--- src/rtl/quet_hien_thi_pkg.sv ---
// Shared constants for the countdown display scan controller.
package quet_hien_thi_pkg;

  localparam int DIGIT_W = 4;
  localparam logic [DIGIT_W-1:0] BLANK_CODE = 4'hF;
  localparam logic AN_OFF = 1'b1;

  // A tens digit showing zero is suppressed so "07" reads as " 7".
  function automatic logic tens_blank(input logic odd_slot,
                                      input logic [DIGIT_W-1:0] d,
                                      input logic lzb);
    return lzb && odd_slot && (d == '0);
  endfunction

endpackage

--- src/rtl/quet_hien_thi_if.sv ---
// Sequencer-to-display bus: digit values, update handshake and scan outputs.
interface quet_hien_thi_if
  import quet_hien_thi_pkg::*;
#(
  parameter int N_DIGIT = 4
);

  logic                       en;
  logic [DIGIT_W*N_DIGIT-1:0] digit_in;
  logic                       lzb_en;
  logic                       upd_req;
  logic                       upd_ack;
  logic [0:DIGIT_W-1]         num;
  logic [N_DIGIT-1:0]         an;
  logic                       frame_done;

  modport master (
    output en, digit_in, lzb_en, upd_req,
    input  upd_ack, num, an, frame_done
  );

  modport slave (
    input  en, digit_in, lzb_en, upd_req,
    output upd_ack, num, an, frame_done
  );

endinterface

--- src/rtl/quet_hien_thi_chia_tan.sv ---
// Slot prescaler: counts 0..SCAN_DIV-1, tick marks the last cycle of a slot.
module chia_tan #(
  parameter int SCAN_DIV = 50000,
  localparam int CW = $clog2(SCAN_DIV)
) (
  input  logic          clk,
  input  logic          rst_n,
  input  logic          clr,
  output logic [CW-1:0] cnt,
  output logic          tick
);

  localparam logic [CW-1:0] TOP = CW'(SCAN_DIV - 1);

  assign tick = (cnt == TOP);

  always_ff @(posedge clk) begin
    if (!rst_n || clr) begin
      cnt <= '0;
    end else if (tick) begin
      cnt <= '0;
    end else begin
      cnt <= cnt + 1'b1;
    end
  end

endmodule

--- src/rtl/quet_hien_thi.sv ---
// Multiplexed scan controller for the traffic-light countdown digits,
// with frame-aligned shadow updates so a displayed frame never tears.
module quet_hien_thi
  import quet_hien_thi_pkg::*;
#(
  parameter int N_DIGIT   = 4,
  parameter int SCAN_DIV  = 50000,
  parameter int BLANK_CYC = 500
) (
  input  logic           clk,
  input  logic           rst_n,
  quet_hien_thi_if.slave bus
);

  localparam int CW = $clog2(SCAN_DIV);
  localparam int IW = $clog2(N_DIGIT);
  localparam int SW = DIGIT_W * N_DIGIT;
  localparam logic [CW-1:0] BLANK_LIM = CW'(BLANK_CYC);
  localparam logic [IW-1:0] LAST_IDX  = IW'(N_DIGIT - 1);

  logic [CW-1:0]      cnt;
  logic [CW-1:0]      cnt_nx;
  logic               tick;
  logic               boundary;
  logic               cap;
  logic [IW-1:0]      idx;
  logic [IW-1:0]      idx_nx;
  logic [SW-1:0]      shadow;
  logic [SW-1:0]      shadow_nx;
  logic [DIGIT_W-1:0] digit_nx;
  logic [DIGIT_W-1:0] num_nx;
  logic [N_DIGIT-1:0] an_nx;

  chia_tan #(.SCAN_DIV(SCAN_DIV)) u_chia_tan (
    .clk  (clk),
    .rst_n(rst_n),
    .clr  (!bus.en),
    .cnt  (cnt),
    .tick (tick)
  );

  // Outputs are registered from next-state values, so cnt_nx repeats the
  // prescaler's own update rule to keep an/num aligned with the slot.
  always_comb begin
    boundary  = bus.en && tick && (idx == LAST_IDX);
    cap       = boundary && bus.upd_req;
    cnt_nx    = (!bus.en || tick) ? '0 : cnt + 1'b1;
    idx_nx    = idx;
    if (!bus.en) begin
      idx_nx = '0;
    end else if (tick) begin
      idx_nx = (idx == LAST_IDX) ? '0 : idx + 1'b1;
    end
    shadow_nx = cap ? bus.digit_in : shadow;
    digit_nx  = shadow_nx[int'(idx_nx)*DIGIT_W +: DIGIT_W];
    num_nx    = digit_nx;
    if (!bus.en || tens_blank(idx_nx[0], digit_nx, bus.lzb_en)) begin
      num_nx = BLANK_CODE;
    end
    an_nx = {N_DIGIT{AN_OFF}};
    if (bus.en && (cnt_nx >= BLANK_LIM)) begin
      an_nx[idx_nx] = 1'b0;
    end
  end

  always_ff @(posedge clk) begin
    if (!rst_n) begin
      idx            <= '0;
      shadow         <= {N_DIGIT{BLANK_CODE}};
      bus.an         <= {N_DIGIT{AN_OFF}};
      bus.num        <= BLANK_CODE;
      bus.upd_ack    <= 1'b0;
      bus.frame_done <= 1'b0;
    end else begin
      idx            <= idx_nx;
      shadow         <= shadow_nx;
      bus.an         <= an_nx;
      bus.num        <= num_nx;
      bus.upd_ack    <= cap;
      bus.frame_done <= boundary;
    end
  end

endmodule

--- src/flat_wrapper.sv ---
// flat-port wrapper written by rule: the top's interface ports become plain ports
module quet_hien_thi_flat import quet_hien_thi_pkg::*;
#(
  parameter int N_DIGIT   = 4,
  parameter int SCAN_DIV  = 50000,
  parameter int BLANK_CYC = 500
)
  (clk, rst_n, bus_en, bus_digit_in, bus_lzb_en, bus_upd_req, bus_upd_ack, bus_num, bus_an, bus_frame_done);
  quet_hien_thi_if #(.N_DIGIT(N_DIGIT)) bus_i ();
  input  logic clk;
  input  logic rst_n;
  input wire logic [$bits(bus_i.en)-1:0] bus_en;
  input wire logic [$bits(bus_i.digit_in)-1:0] bus_digit_in;
  input wire logic [$bits(bus_i.lzb_en)-1:0] bus_lzb_en;
  input wire logic [$bits(bus_i.upd_req)-1:0] bus_upd_req;
  output wire logic [$bits(bus_i.upd_ack)-1:0] bus_upd_ack;
  output wire logic [$bits(bus_i.num)-1:0] bus_num;
  output wire logic [$bits(bus_i.an)-1:0] bus_an;
  output wire logic [$bits(bus_i.frame_done)-1:0] bus_frame_done;
  assign bus_i.en = bus_en;
  assign bus_i.digit_in = bus_digit_in;
  assign bus_i.lzb_en = bus_lzb_en;
  assign bus_i.upd_req = bus_upd_req;
  assign bus_upd_ack = bus_i.upd_ack;
  assign bus_num = bus_i.num;
  assign bus_an = bus_i.an;
  assign bus_frame_done = bus_i.frame_done;
  quet_hien_thi #(.N_DIGIT(N_DIGIT), .SCAN_DIV(SCAN_DIV), .BLANK_CYC(BLANK_CYC)) u_core (.clk(clk), .rst_n(rst_n), .bus(bus_i));
endmodule
--- config.mk ---
export PLATFORM = sky130hd
export DESIGN_NAME = quet_hien_thi_flat
export DESIGN_NICKNAME = d
export VERILOG_FILES = /design/src/rtl/quet_hien_thi_pkg.sv /design/src/rtl/quet_hien_thi_if.sv /design/src/rtl/quet_hien_thi_chia_tan.sv /design/src/rtl/quet_hien_thi.sv /design/src/flat_wrapper.sv
export SDC_FILE = /design/constraint.sdc
export NUM_CORES = 1
export LEC_CHECK = 0
export ABC_AREA = 1
export BUFFER_PORTS_ARGS = -buffer_cell sky130_fd_sc_hd__buf_2
export CORE_ASPECT_RATIO = 2
export CORE_MARGIN = 4
export CORE_UTILIZATION = 25
export CTS_CLUSTER_SIZE = 25
export DETAILED_ROUTE_END_ITERATION = 7
export SYNTH_ARGS = -nofsm -noshare
export SYNTH_HDL_FRONTEND = slang
export SYNTH_SLANG_ARGS = --single-unit
--- constraint.sdc ---
create_clock -name clk -period 1.8 [get_ports clk]
set_input_delay 0.54 -clock clk [delete_from_list [all_inputs] [get_ports clk]]
set_output_delay 0.54 -clock clk [all_outputs]
set_load 0.01 [all_outputs]
; ---- Word level (Yosys, flattened, before mapping)
; Index checks and enable logic that the tools add are counted.
; Widths: inputs -> output; s select.
[word_totals]
reg_bits = 44
wordCells = 40
input_bits = 21
output_inout_bits = 10
[op_classes]
mux = 7
shift = 1
bitwise = 2
reduce_logical = 16
n_lt_le_gt_ge = 3
eq_ne = 2
n_addsub = 2
[ops]
columns = cell, count
row1 = $mux 16, 2
row2 = $add 16x1->16 const B, 1
row3 = $eq 16x16->1 const B, 1
row4 = $ge 16x9->1 const B, 1
row5 = $shiftx 16x5->4, 1
row6 = $logic_and 1x1->1, 7
row7 = $mux 2, 3
row8 = $logic_not 4->1, 1
row9 = $not 4->4, 1
row10 = $reduce_or 2->1, 2
row11 = $logic_or 1x1->1, 3
row12 = $lt 2x3->1 const B, 1
row13 = $add 2x1->2 const B, 1
row14 = $demux 1 s2, 1
row15 = $eq 2x2->1 const B, 1
row16 = $ge 2x1->1 const B, 1
row17 = $logic_not 1->1, 2
row18 = $reduce_and 2->1, 1
row19 = $mux 1, 1
row20 = $not 1->1, 1

; ---- Logic depth before layout (Yosys ltp)
; Gate-level depths: netlist of run 1.
[depth]
word_depth = 10
mapped_depth = 16
ltp_nobuf = 15

; ---- Modules after synthesis
; From an unflattened synthesis of run 1, not the netlist that was laid out.
[hier_totals]
cells_unflattened = 357
hier_area_um2 = 2354.8
[by_module_without_submodules]
columns = mod, seq_area_each_um2, area_each_um2, n_inst, cells_each
row1 = quet_hien_thi, 560.5, 1491.4, 1, 226
row2 = chia_tan, 320.3, 863.3, 1, 131

; ---- Least setup slack after synthesis of run 1
; No wires, ideal clock.
[synth_timing]
path_type = reg-to-reg
startpoint = register u_core.u_chia_tan.cnt[0]
endpoint = register u_core.bus.num[1]
stages_incl_launch_ff = 16
setup_slack_ns = -0.024
setup_time_ns = 0.122
t_required_ns = 1.678
t_arrival_ns = 1.702
path_buffers = 1
synth_period_minus_slack_ns = 1.824
path_cell_list = dfxtp_1 ha_1 nand3_1 nor2_1 nand3_1 nor2_2 buf_6 nand3_1 nand2_1 nand2_1 nand2_1 inv_1 nand2_1 nor2_2 nand3_2 nand3_1
[synth_via]
elab_chain_len = 10
elab_cells_between_ends = 13
classes_between = eq/ne (1) / shift (1) / mux (3) / reduce/logical (8)
[synth_lines]
columns = item, line
row1 = start: declaration, quet_hien_thi_chia_tan.sv:9  ; output logic [CW-1:0] cnt,
row2 = start signal: assignment, quet_hien_thi_chia_tan.sv:23  ; cnt <= cnt + 1'b1;
row3 = $eq 16x16->1 (*), quet_hien_thi_chia_tan.sv:15  ; assign tick = (cnt == TOP);
row4 = $logic_and 1x1->1 (2 in series), quet_hien_thi.sv:45  ; boundary = bus.en && tick && (idx == LAST_IDX);
row5 = $logic_and 1x1->1, quet_hien_thi.sv:46  ; cap = boundary && bus.upd_req;
row6 = $mux 16, quet_hien_thi.sv:54  ; shadow_nx = cap ? bus.digit_in : shadow;
row7 = $shiftx 16x5->4, quet_hien_thi.sv:55  ; digit_nx = shadow_nx[int'(idx_nx)*DIGIT_W +: DIGIT_W];
row8 = $logic_not 4->1, quet_hien_thi_pkg.sv:12  ; return lzb && odd_slot && (d == '0);
row9 = $logic_and 1x1->1, quet_hien_thi_pkg.sv:12
row10 = $logic_or 1x1->1, quet_hien_thi.sv:57  ; if (!bus.en || tens_blank(idx_nx[0], digit_nx, bus.lzb_en)) begin
row11 = $reduce_or 2->1 (no source line), --
row12 = end signal: assignment, quet_hien_thi.sv:78  ; bus.num <= num_nx;
row13 = end: declaration, quet_hien_thi_if.sv:24  ; output upd_ack, num, an, frame_done
; Every way passes the cells marked *; elsewhere a longest branch is shown, timed or not.
; A chain may end at the register's enable or synchronous reset.

; ---- Worst setup path after layout of run 1
[layout_timing]
startpoint = register u_core.u_chia_tan.cnt[1]
endpoint = register u_core.bus.num[3]
; Same word-level chain as after synthesis.

==> results.md, run 1 <==
- Status: finished, violations left
- Violated checks: setup timing
- Setup TNS: -1.776 ns
- Yosys cell types: 27
- Drt initial violations: 97
- WP data arrival: between 2 and 2.5 ns
- Relative slew slack: 0.7932
- Syn Area/Cell: roughly 7.2 um2
- Vias: between 2000 and 2500
- Count leader, synth: nand2_1
- Total CTS buffers: 5
- Starting Density: 0.2583
- # diodes: 0
- Share of layout cells above drive strength 1: 0.4888
- Util after Layout: 0.4148
- FF-to-FF path depth: 15
- Post-synth top flop: dfxtp_1
- Total Routing Usage GR: 0.1287
- Register bit count reported by yosys: 44
- H-tree Lvls: 2
- Max Fclk: roughly 490 MHz
- RR Startpoint: u_core.u_chia_tan.cnt[1]
- Placed wire-length estimate: around 4.7 mm
- Sink Count: 44
- Worst slew pin tran: just over 0.3 ns
- Worst Path Required: ~2.0 ns
- EDFF count, synth: 0
- Vias in the first global route: about 2400
- Antenna Nets Post-Route: 0
- Ordered list of cells on the worst path: ha_4 > nand2_4 > nor2_4 > nand3_2 > nor2_4 > buf_4 > nand3_2 > nand2_4 > buf_4 > nand3_2 > nand3_2 > nand2_2 > nor2_4 > nand3_4 > nand3_2
- Largest cells by area after synthesis: dfxtp_1 (41%), nand3_1 (14%), nand2_1 (11%)
- Layout Nets: around 420
- Core Box Area: roughly 8300 um2
- Syn Nets: 320
- Tmin final: around 2 ns
- WHS Endpoint: u_core.shadow[11]
- Mapped Area: around 2100 um2
- DR WL/cell: about 13 um
- Global-route wire length before repair: roughly 10 mm
- Max-cap violations: 0
- Initial antenna violation count: 0
- Maximum vdd ir drop: just over 0.3 mV
- RSZ-0062 raised after global routing: true
- Post-synthesis sequential area ratio: 0.4112
- Min-Delay Path Class: reg -> reg
- Endpoints failing setup: 8
- Overall Power: between 2000 and 2500 uW
- Die Area: between 10000 and 15000 um2
- Final wirelength: roughly 6.6 mm
- Crit path launch type: flop
- Worst hold start: u_core.shadow[11]
- Clock Skew: approximately 0.0064 ns
- Hold_buf cts: 0
- Number of placement rows: between 40 and 50
- CP max FO: 6
- Worst skew pair latency: approximately 0.28 ns
- PortBufs: 30
- Reg-to-Reg End: u_core.bus.num[3]
- Post-synth top area cell: dfxtp_1
- Root buf cell: clkbuf_16
- Cell Pwr Density: 645.4 nW/um2
- Dpl cell area: 2849 um2
- Ys async rst share: 0
- GR Overflow Total: 0
- DRC Markers: 0
- Clock Path Buffers: 2
- Setup CP Type: reg -> reg
- Clock-pin slew on the worst setup and hold paths: approximately 0.060 ns
- Worst hold path depth: 2
- Setup WS post-layout: -0.2432 ns
- Synth Instances: around 300
- Syn-to-layout area delta: 60.57%
- Final instance area: approximately 3400 um2
- CP peak stage delay: approximately 0.36 ns
- Final hold violations: 0
- Max stage delay cell, worst path: dfxtp_2
- Initial DRT Pass Iterations: 5
- Largest net degree at the start of global routing: 19
- Reg2Reg Setup Slack: -0.24 ns
- Final worst path period share: 1.135
- Die Wd: between 70 and 80 um
- Worst Setup End Kind: flop
- Critical path's most frequent cell: nand3_2
- Ports: 31
- Leakage: 0.001521 uW
- Layout fillers: around 840
- Synth warn: 0
- Most frequent cells after synthesis: nand2_1 (63), nand3_1 (59), dfxtp_1 (44), nor2_1 (38), inv_1 (35)
- Die height: 138.9 um
- Area share of the largest cell type after synthesis: 0.4112
- Pins over their slew limit: 0
- RD Place Congestion: slightly below 0.9
- CTS tree: yes
- Vias per cell: approximately 4.5
## worst max-delay path by stage
stage / end / slack (ns) / startpoint / cells after the start
6_report: u_core.bus.num[3] / -0.24 / u_core.u_chia_tan.cnt[1] / 15
5_1_grt: u_core.bus.num[3] / -0.35 / u_core.u_chia_tan.cnt[1] / 16
4_1_cts: u_core.bus.num[1] / -0.20 / u_core.u_chia_tan.cnt[0] / 13
3_5_place_dp: u_core.bus.num[1] / -0.25 / u_core.u_chia_tan.cnt[0] / 15
3_3_place_gp: u_core.bus.an[2] / -0.21 / u_core.u_chia_tan.cnt[1] / 11
2_1_floorplan: u_core.bus.num[1] / 0.006 / u_core.u_chia_tan.cnt[0] / 15
## critical path, delay by kind of cell (launching register included)
kind                       cells  cell delay, ns
adders and majority gates      1            0.16
buffers and inverters          2            0.26
DFF                            1            0.36
and+or+nand+nor               12            1.19
## layout by cell type (no fill, tap or decap), types with 3 or more instances in the layout
cell type / synthesis / layout
buf_6: 3 / 4
nand2_2: 10 / 21
inv_2: 2 / 6
nand2_1: 63 / 43
dfxtp_2: 0 / 3
nor2_2: 7 / 9
nand3_1: 59 / 41
nand3_4: 0 / 3
inv_1: 35 / 31
nand2_4: 1 / 10
nand3_2: 3 / 18
dfxtp_1: 44 / 41
clkbuf_16: 0 / 6
nor2_4: 2 / 6
xor2_1: 8 / 7
buf_2: 0 / 30
nor2_1: 38 / 32
buf_4: 0 / 68
## per-stage QoR
step | std cells | hold slack [ns] | setup slack, ns
2_1_floorplan | 297 | 0.4194 | 0.006433
3_3_place_gp | 479 | 0.4353 | -0.2076
3_5_place_dp | 479 | 0.4410 | -0.2482
4_1_cts | 499 | 0.4570 | -0.1950
5_1_grt | 499 | 0.4891 | -0.3546
6_report | 499 | 0.4651 | -0.2432
## cell families after synthesis
group,Yosys count,synth area share
buffers and inverters,45,0.09462
adders and majority gates,2,0.01168
xor gates and xnor gates,10,0.04089
and+or+nand+nor,191,0.4282
DFF,44,0.4112
AOI/OAI and AO/OA,5,0.01343
## power breakdown
part,leakage (uW),total (uW),internal [uW],switching (uW)
clock,0.0000899,1160,788,375
sequential,0.000357,979,976,2.57
combinational,0.00107,79.1,34.4,44.7
## layer usage
| layer | up-vias | wire (um) | GRT usage |
|---|---|---|---|
| met5 | - | 0 | 0 |
| met4 | 0 | 221 | 0.06113 |
| met3 | 14 | 207 | 0.02177 |
| met2 | 41 | 4032 | 0.2636 |
| met1 | 1062 | 2118 | 0.1082 |
| li1 | 1137 | - | - |
## layout make-up
cell class              count  area [um2]  area share
flip-flops and latches     44       884.6      0.2572
well taps                  98       122.6     0.03565
clock inverters             2       60.06     0.01746
inverters                  37       138.9     0.04038
repair buffers            105       770.7      0.2241
clock buffers               5       125.1     0.03638
multi-input cells         208        1338      0.3889
## flip-flops by register name, summed over array words and instances (netlist names)
signal                 cells
u_core.idx                 2
u_core.shadow             16
u_core.u_chia_tan.cnt     16
u_core.bus.frame_done      1
u_core.bus.upd_ack         1
u_core.bus.an              4
u_core.bus.num             4
## repair_timing
| action | CTS | global route |
|---|---|---|
| gates cloned | 2 | 0 |
| endpoints found under the hold margin | 0 | 0 |
| endpoints found under the setup margin | 8 | 15 |
| pin swaps | 9 | 26 |
| setup buffers | 11 | 6 |
| resized for setup | 37 | 45 |
Note: power is estimated with default switching activity, not from simulation.
==> run 2, diff against run 1 <==
ABC_AREA = not set   (was 1)
==> results.md, run 2 <==
- Yosys cell types: a little over 50
- Initial DRT Pass Iterations: 4
- Worst hold start: bus_digit_in[15]
- Vias per cell: roughly 5
- Most frequent cells after synthesis: dfxtp_1 (44), nand2_1 (40), nor2_1 (28), nand3_1 (21), mux2i_1 (13)
- WP data arrival: approximately 2.3 ns
- Met3 usage: 0.02321
- Ports: 31
- Clock Skew: between 0.005 and 0.006 ns
- Number of placement rows: between 40 and 50
- GR Overflow Total: 0
- Mapped Area: approximately 2300 um2
- Leakage: ~0.0014 uW
- Share of layout cells above drive strength 1: 0.4348
- Worst Setup End Kind: flop
- CP max FO: 8
- Layout Nets: between 300 and 400
- Max-cap violations: 0
- Final hold violations: 0
- Synth Instances: 265
- Largest net degree at the start of global routing: 19
- Vias in the first global route: between 2000 and 2500
- Final worst path period share: 1.161
- Overall Power: a little under 2000 uW
- Violated checks: setup timing
- Area share of the largest cell type after synthesis: 0.3820
- Register area: ~900 um2
- Crit path launch type: flop
- Commonest non-fill, non-tap cells in the layout: buf_4 (52), nand2_1 (39), dfxtp_1 (39)
- Setup CP Type: reg -> reg
- Status: finished, violations left
- NetSw: between 400 and 500 uW
- Clock-pin slew on the worst setup and hold paths: roughly 0.060 ns
- Biggest registers after layout: u_core.shadow: 16 flops, u_core.u_chia_tan.cnt: 16 flops
- Die height: ~140 um
- Total Routing Usage GR: 0.1248
- Worst Path Required: ~2.0 ns
- Starting Density: 0.2559
- Ys async rst share: 0
- Reg-to-Reg End: u_core.bus.num[2]
- Syn-to-layout area delta: 45.36%
- RSZ-0062 raised after global routing: true
- Maximum vdd ir drop: around 0.36 mV
- Core Box Area: around 9000 um2
- Setup TNS: -1.401 ns
- Clock share of power: 0.466
- Max Fclk: 478.3 MHz
- FF-to-FF path depth: 8
- P_int: roughly 1600 uW
- Initial antenna violation count: 0
- Tmin final: between 2 and 2.5 ns
- Largest cells by area after synthesis: dfxtp_1 (38%), nand2_1 (6.5%), mux2i_1 (5.6%)
- Post-synth top flop: dfxtp_1
- Drt initial violations: 122
- Sink Count: 44
- Pins over their slew limit: 0
- Hold Slack: 0.4579 ns
- Worst slew pin tran: between 0.3 and 0.4 ns
- Reg2Reg Setup Slack: -0.29 ns
- # diodes: 0
- Placed wire-length estimate: ~5.2 mm
- Logic pwr share: 0.041
- Clock Path Buffers: 2
- Ordered list of cells on the worst path: nor4b_4 > buf_4 > and4_4 > nand2_8 > mux2i_4 > mux2i_1 > nor2_1 > a31o_1
- GRT met2 Usage: 0.2550
- Min-Delay Path Class: in -> reg
- Max stage delay cell, worst path: nor4b_4
- Sw frac: 0.2094
- Post-synth top area cell: dfxtp_1
- CP peak stage delay: between 0.3 and 0.4 ns
- DRC Markers: 0
- Worst Path Buf+Inv: 1
- Antenna Nets Post-Route: 0
- Count leader, synth: dfxtp_1
- Sequential share of power: 0.493
- Die Wd: about 76 um
- Final wirelength: roughly 6.6 mm
- Register bit count reported by yosys: between 40 and 50
- WHS Endpoint: u_core.shadow[15]
- H-tree Lvls: 2
- M1 GR Usage: 0.09992
- Cell Pwr Density: between 500 and 600 nW/um2
- Total CTS buffers: 5
- Layout fillers: 880
- Synth warn: 0
- Setup WS post-layout: -0.2907 ns
- Delay-heaviest family, CP: simple AND/OR/NAND/NOR gates
- DR WL/cell: roughly 15 um
- Post-synthesis sequential area ratio: 0.3820
- Syn Nets: roughly 290
- Commonest non-fill, non-tap cell in the layout: buf_4
- Top Usage Layer GRT: met2
- RD Place Congestion: between 0.9 and 1
- Relative slew slack: 0.7640
- CTS tree: yes
- RR Startpoint: u_core.u_chia_tan.cnt[4]
- Die Area: between 10000 and 15000 um2
- Worst skew pair latency: 0.29 ns
- Hold_buf cts: 0
- Root buf cell: clkbuf_16
- Syn Area/Cell: between 8 and 9 um2
- Area of the multi-input gates: ~1500 um2
- Global-route wire length before repair: about 11 mm
- Vias: between 2000 and 2500
- Worst hold path depth: 3
- Endpoints failing setup: 8
- PortBufs: 30
- EDFF count, synth: 0
-- run 2: changes by cell type in the layout (fill, tap and decap cells not counted), moves of 8 or more --
cell | before | now
buf_4 | 68 | 52
inv_1 | 31 | 2
nand2_4 | 10 | 0
nand3_1 | 41 | 19
nand2_2 | 21 | 1
nor2_2 | 9 | 1
mux2i_1 | 0 | 9
nand3_2 | 18 | 3
-- run 2: how the worst max path moves through the flow --
stage / cells past startpoint / startpoint / end / slack, ns
after floorplan: 8 / u_core.u_chia_tan.cnt[11] / u_core.bus.num[2] / -0.19
after global placement: 8 / bus_en / u_core.bus.num[0] / -0.37
after detailed placement: 8 / bus_en / u_core.bus.num[0] / -0.36
after CTS: 7 / u_core.u_chia_tan.cnt[13] / u_core.bus.num[2] / -0.25
after global routing: 8 / u_core.u_chia_tan.cnt[4] / u_core.bus.num[2] / -0.35
final: 8 / u_core.u_chia_tan.cnt[4] / u_core.bus.num[2] / -0.29
-- run 2: metrics by stage --
step / util / area (um2) / std cells / setup slack (ns)
after CTS: 0.3550 / 3199 / 445 / -0.2546
after global routing: 0.3719 / 3352 / 447 / -0.3522
after global placement: 0.3200 / 2884 / 430 / -0.3663
final: 0.3719 / 3352 / 447 / -0.2907
after detailed placement: 0.3200 / 2884 / 430 / -0.3584
after floorplan: - / 2341 / 265 / -0.1862
-- run 2: power by group through the flow --
stage | Sequential [uW] | Combinational, uW | Clock [uW]
finish | 978 | 81.5 | 924
CTS | 978 | 78.4 | 947
detailed placement | 1000 | 74.3 | 0
floorplan | 1000 | 24.5 | 0
global route | 978 | 89.5 | 991
global placement | 1000 | 74.6 | 0
-- run 2: worst register-to-register path: stages (launching register included) --
cell and delay [ns]:
dfxtp_2 0.33, nor4b_4 0.37, buf_4 0.17, and4_4 0.28, nand2_8 0.11, mux2i_4 0.21
mux2i_1 0.19, nor2_1 0.09, a31o_1 0.22
-- run 2: layout make-up --
cell class	count	share of cell area
Clock buffer	7	0.04255
Clock inverter	1	0.002240
Inverter	2	0.002240
Multi-Input combinational cell	199	0.4554
Sequential cell	44	0.2647
Tap cell	102	0.03807
Timing Repair Buffer	92	0.1948
-- run 2: layer usage --
metal  vias up  routed length [um]
met4         0                 414
met1      1083                2062
li1       1095                   -
met2        50                4009
met3        25                 155
met5         -                   0
-- run 2: cell families after synthesis --
kind of cell               after synthesis  synth area share
AOI/OAI and AO/OA                       30           0.09875
xor gates and xnor gates                13           0.04938
adders and majority gates                2           0.01085
buffers and inverters                   22           0.05697
DFF                                     44            0.3820
muxes                                   16           0.07759
and+or+nand+nor                        138            0.3245
-- run 2: repair_timing --
item	CTS	global route
setup endpoints to repair	16	13
pin swaps	18	7
buffers inserted	7	4
gates resized for setup	28	26
==> run 3, diff against run 2 <==
CTS_CLUSTER_SIZE = 30   (was 25)
RECOVER_POWER = 25   (was not set)
clock period = 2.4 ns   (was 1.8 ns; I/O delays follow)
==> results.md, run 3 (synthesis results as in run 2) <==
- Status: complete, no violations
- Vias in the first global route: 2071
- Global-route wire length before repair: about 9.6 mm
- Commonest non-fill, non-tap cells in the layout: dfxtp_1 (44), nand2_1 (40), nor2_1 (28)
- Ports: 31
- Max Fclk: approximately 440 MHz
- Final worst path period share: 0.9408
- Syn-to-layout area delta: 22.25%
- Sw frac: 0.1937
- WP data arrival: approximately 2.4 ns
- GR Overflow Total: 0
- Number of placement rows: 49
- CP max FO: 8
- Antenna Nets Post-Route: 0
- DRC Markers: 0
- Share of layout cells above drive strength 1: 0.2395
- Final wirelength: between 5 and 6 mm
- Layout fillers: 953
- H-tree Lvls: 2
- Final hold violations: 0
- Crit path launch type: flop
- Final instance area: roughly 2800 um2
- Sink Count: 44
- Setup CP Type: reg -> reg
- # diodes: 0
- Cell Pwr Density: roughly 540 nW/um2
- Die Area: around 11000 um2
- Initial DRT Pass Iterations: 4
- Register area: just under 900 um2
- Util after Layout: 0.3128
- CTS tree: yes
- Root buf cell: clkbuf_16
- Placed wire-length estimate: between 4 and 5 mm
- Vias: approximately 2000
- Worst skew pair latency: 0.29 ns
- Core Box Area: between 9000 and 10000 um2
- Tmin final: between 2 and 2.5 ns
- Hold_buf cts: 0
- Biggest registers after layout: u_core.shadow: 16 flops, u_core.u_chia_tan.cnt: 16 flops
- Layout Nets: about 330
- Leakage: roughly 0.0011 uW
- Sequential share of power: 0.480
- Die height: 143.8 um
- Largest net degree at the start of global routing: 19
- RD Place Congestion: approximately 0.82
- Commonest non-fill, non-tap cell in the layout: dfxtp_1
- Setup TNS: 0 ns
- DR WL/cell: about 14 um
- Worst Path Required: around 2.6 ns
- Dpl cell area: approximately 2600 um2
- Starting Density: 0.2559
- PortBufs: 30
- Hold Slack: around 0.47 ns
- Worst Setup End Kind: flop
- Die Wd: 75.91 um
- Pins over their slew limit: 0
- Max-cap violations: 0
- Vias per cell: around 4.9
- Initial antenna violation count: 0
- Clock Path Buffers: 2
- P_int: roughly 1200 uW
- Worst slew pin tran: ~0.38 ns
- NetSw: 295.8 uW
- Drt initial violations: between 50 and 60
- Relative slew slack: 0.7467
- Total Routing Usage GR: 0.1102
- Area of the multi-input gates: 1308 um2
- Min-Delay Path Class: reg -> reg
- Clock Skew: around 0.0040 ns
- Overall Power: roughly 1500 uW
- Total CTS buffers: 5
- RSZ-0062 raised after global routing: false
- Endpoints failing setup: 0
- Logic pwr share: 0.030
- Clock share of power: 0.489
- Maximum vdd ir drop: roughly 0.32 mV
- Clock-pin slew on the worst setup and hold paths: about 0.06 ns
## run 3: cell types whose count changed in the layout (fill, tap and decap cells not counted), moves of 3 or more
cell and delta:
a21oi_2 -3, mux2i_1 +4, buf_4 -25, buf_6 -10
dfxtp_1 +5, nor3_2 -4, clkbuf_1 +9, mux2i_4 -3
a21oi_1 +3, nor3_1 +5, buf_2 -10, dfxtp_2 -5
## run 3: layout make-up
class                   instances  area share
clock buffers                   5     0.04439
clock inverters                 1     0.01065
inverters                       2    0.002663
multi-input cells             200      0.4638
flip-flops and latches         44      0.3125
well taps                     102     0.04527
repair buffers                 57      0.1207
## run 3: power groups by stage
stage | registers (uW) | clock network, uW | logic (uW)
global placement | 750 | 0 | 47.6
finish | 734 | 748 | 46.2
global route | 733 | 794 | 51.2
detailed placement | 750 | 0 | 47.4
CTS | 734 | 773 | 47.2
floorplan | 750 | 0 | 16.7
## run 3: final timing paths
check | depth (start not counted) | start | endpoint | slack [ns]
max reg2reg | 8 | u_core.u_chia_tan.cnt[14] | u_core.bus.num[3] | 0.14
min | 2 | u_core.shadow[15] | u_core.shadow[15] | 0.47
max | 8 | u_core.u_chia_tan.cnt[14] | u_core.bus.num[3] | 0.14
min reg2reg | 2 | u_core.shadow[15] | u_core.shadow[15] | 0.47
## run 3: repair_timing
| item | in CTS | in global routing |
|---|---|---|
| buffers inserted | 0 | 3 |
| setup endpoints to repair | 0 | 3 |
| gates resized for setup | 0 | 1 |
## run 3: metrics by stage
step / setup slack (ns) / std cells
after floorplan: 0.1454 / 265
after global placement: 0.05483 / 401
after detailed placement: 0.06843 / 401
after CTS: 0.07573 / 407
after global routing: 0.007233 / 411
final: 0.1421 / 411
## run 3: routing by layer
layer | vias to the layer above | part of all wire | global-route usage | routed length (um)
li1 | 1026 | - | - | -
met1 | 953 | 0.33 | 0.08898 | 1977
met2 | 34 | 0.60 | 0.2310 | 3532
met3 | 21 | 0.028 | 0.02196 | 165
met4 | 0 | 0.041 | 0.06567 | 240
met5 | - | 0 | 0 | 0
## run 3: worst max-delay path: stages, from the launching register on
cell and delay (ns):
dfxtp_1 0.49, nor4b_4 0.33, buf_4 0.17, nand4_2 0.18, buf_4 0.21, mux2i_1 0.21, o221a_2 0.23, mux2i_1 0.08
a31o_2 0.26
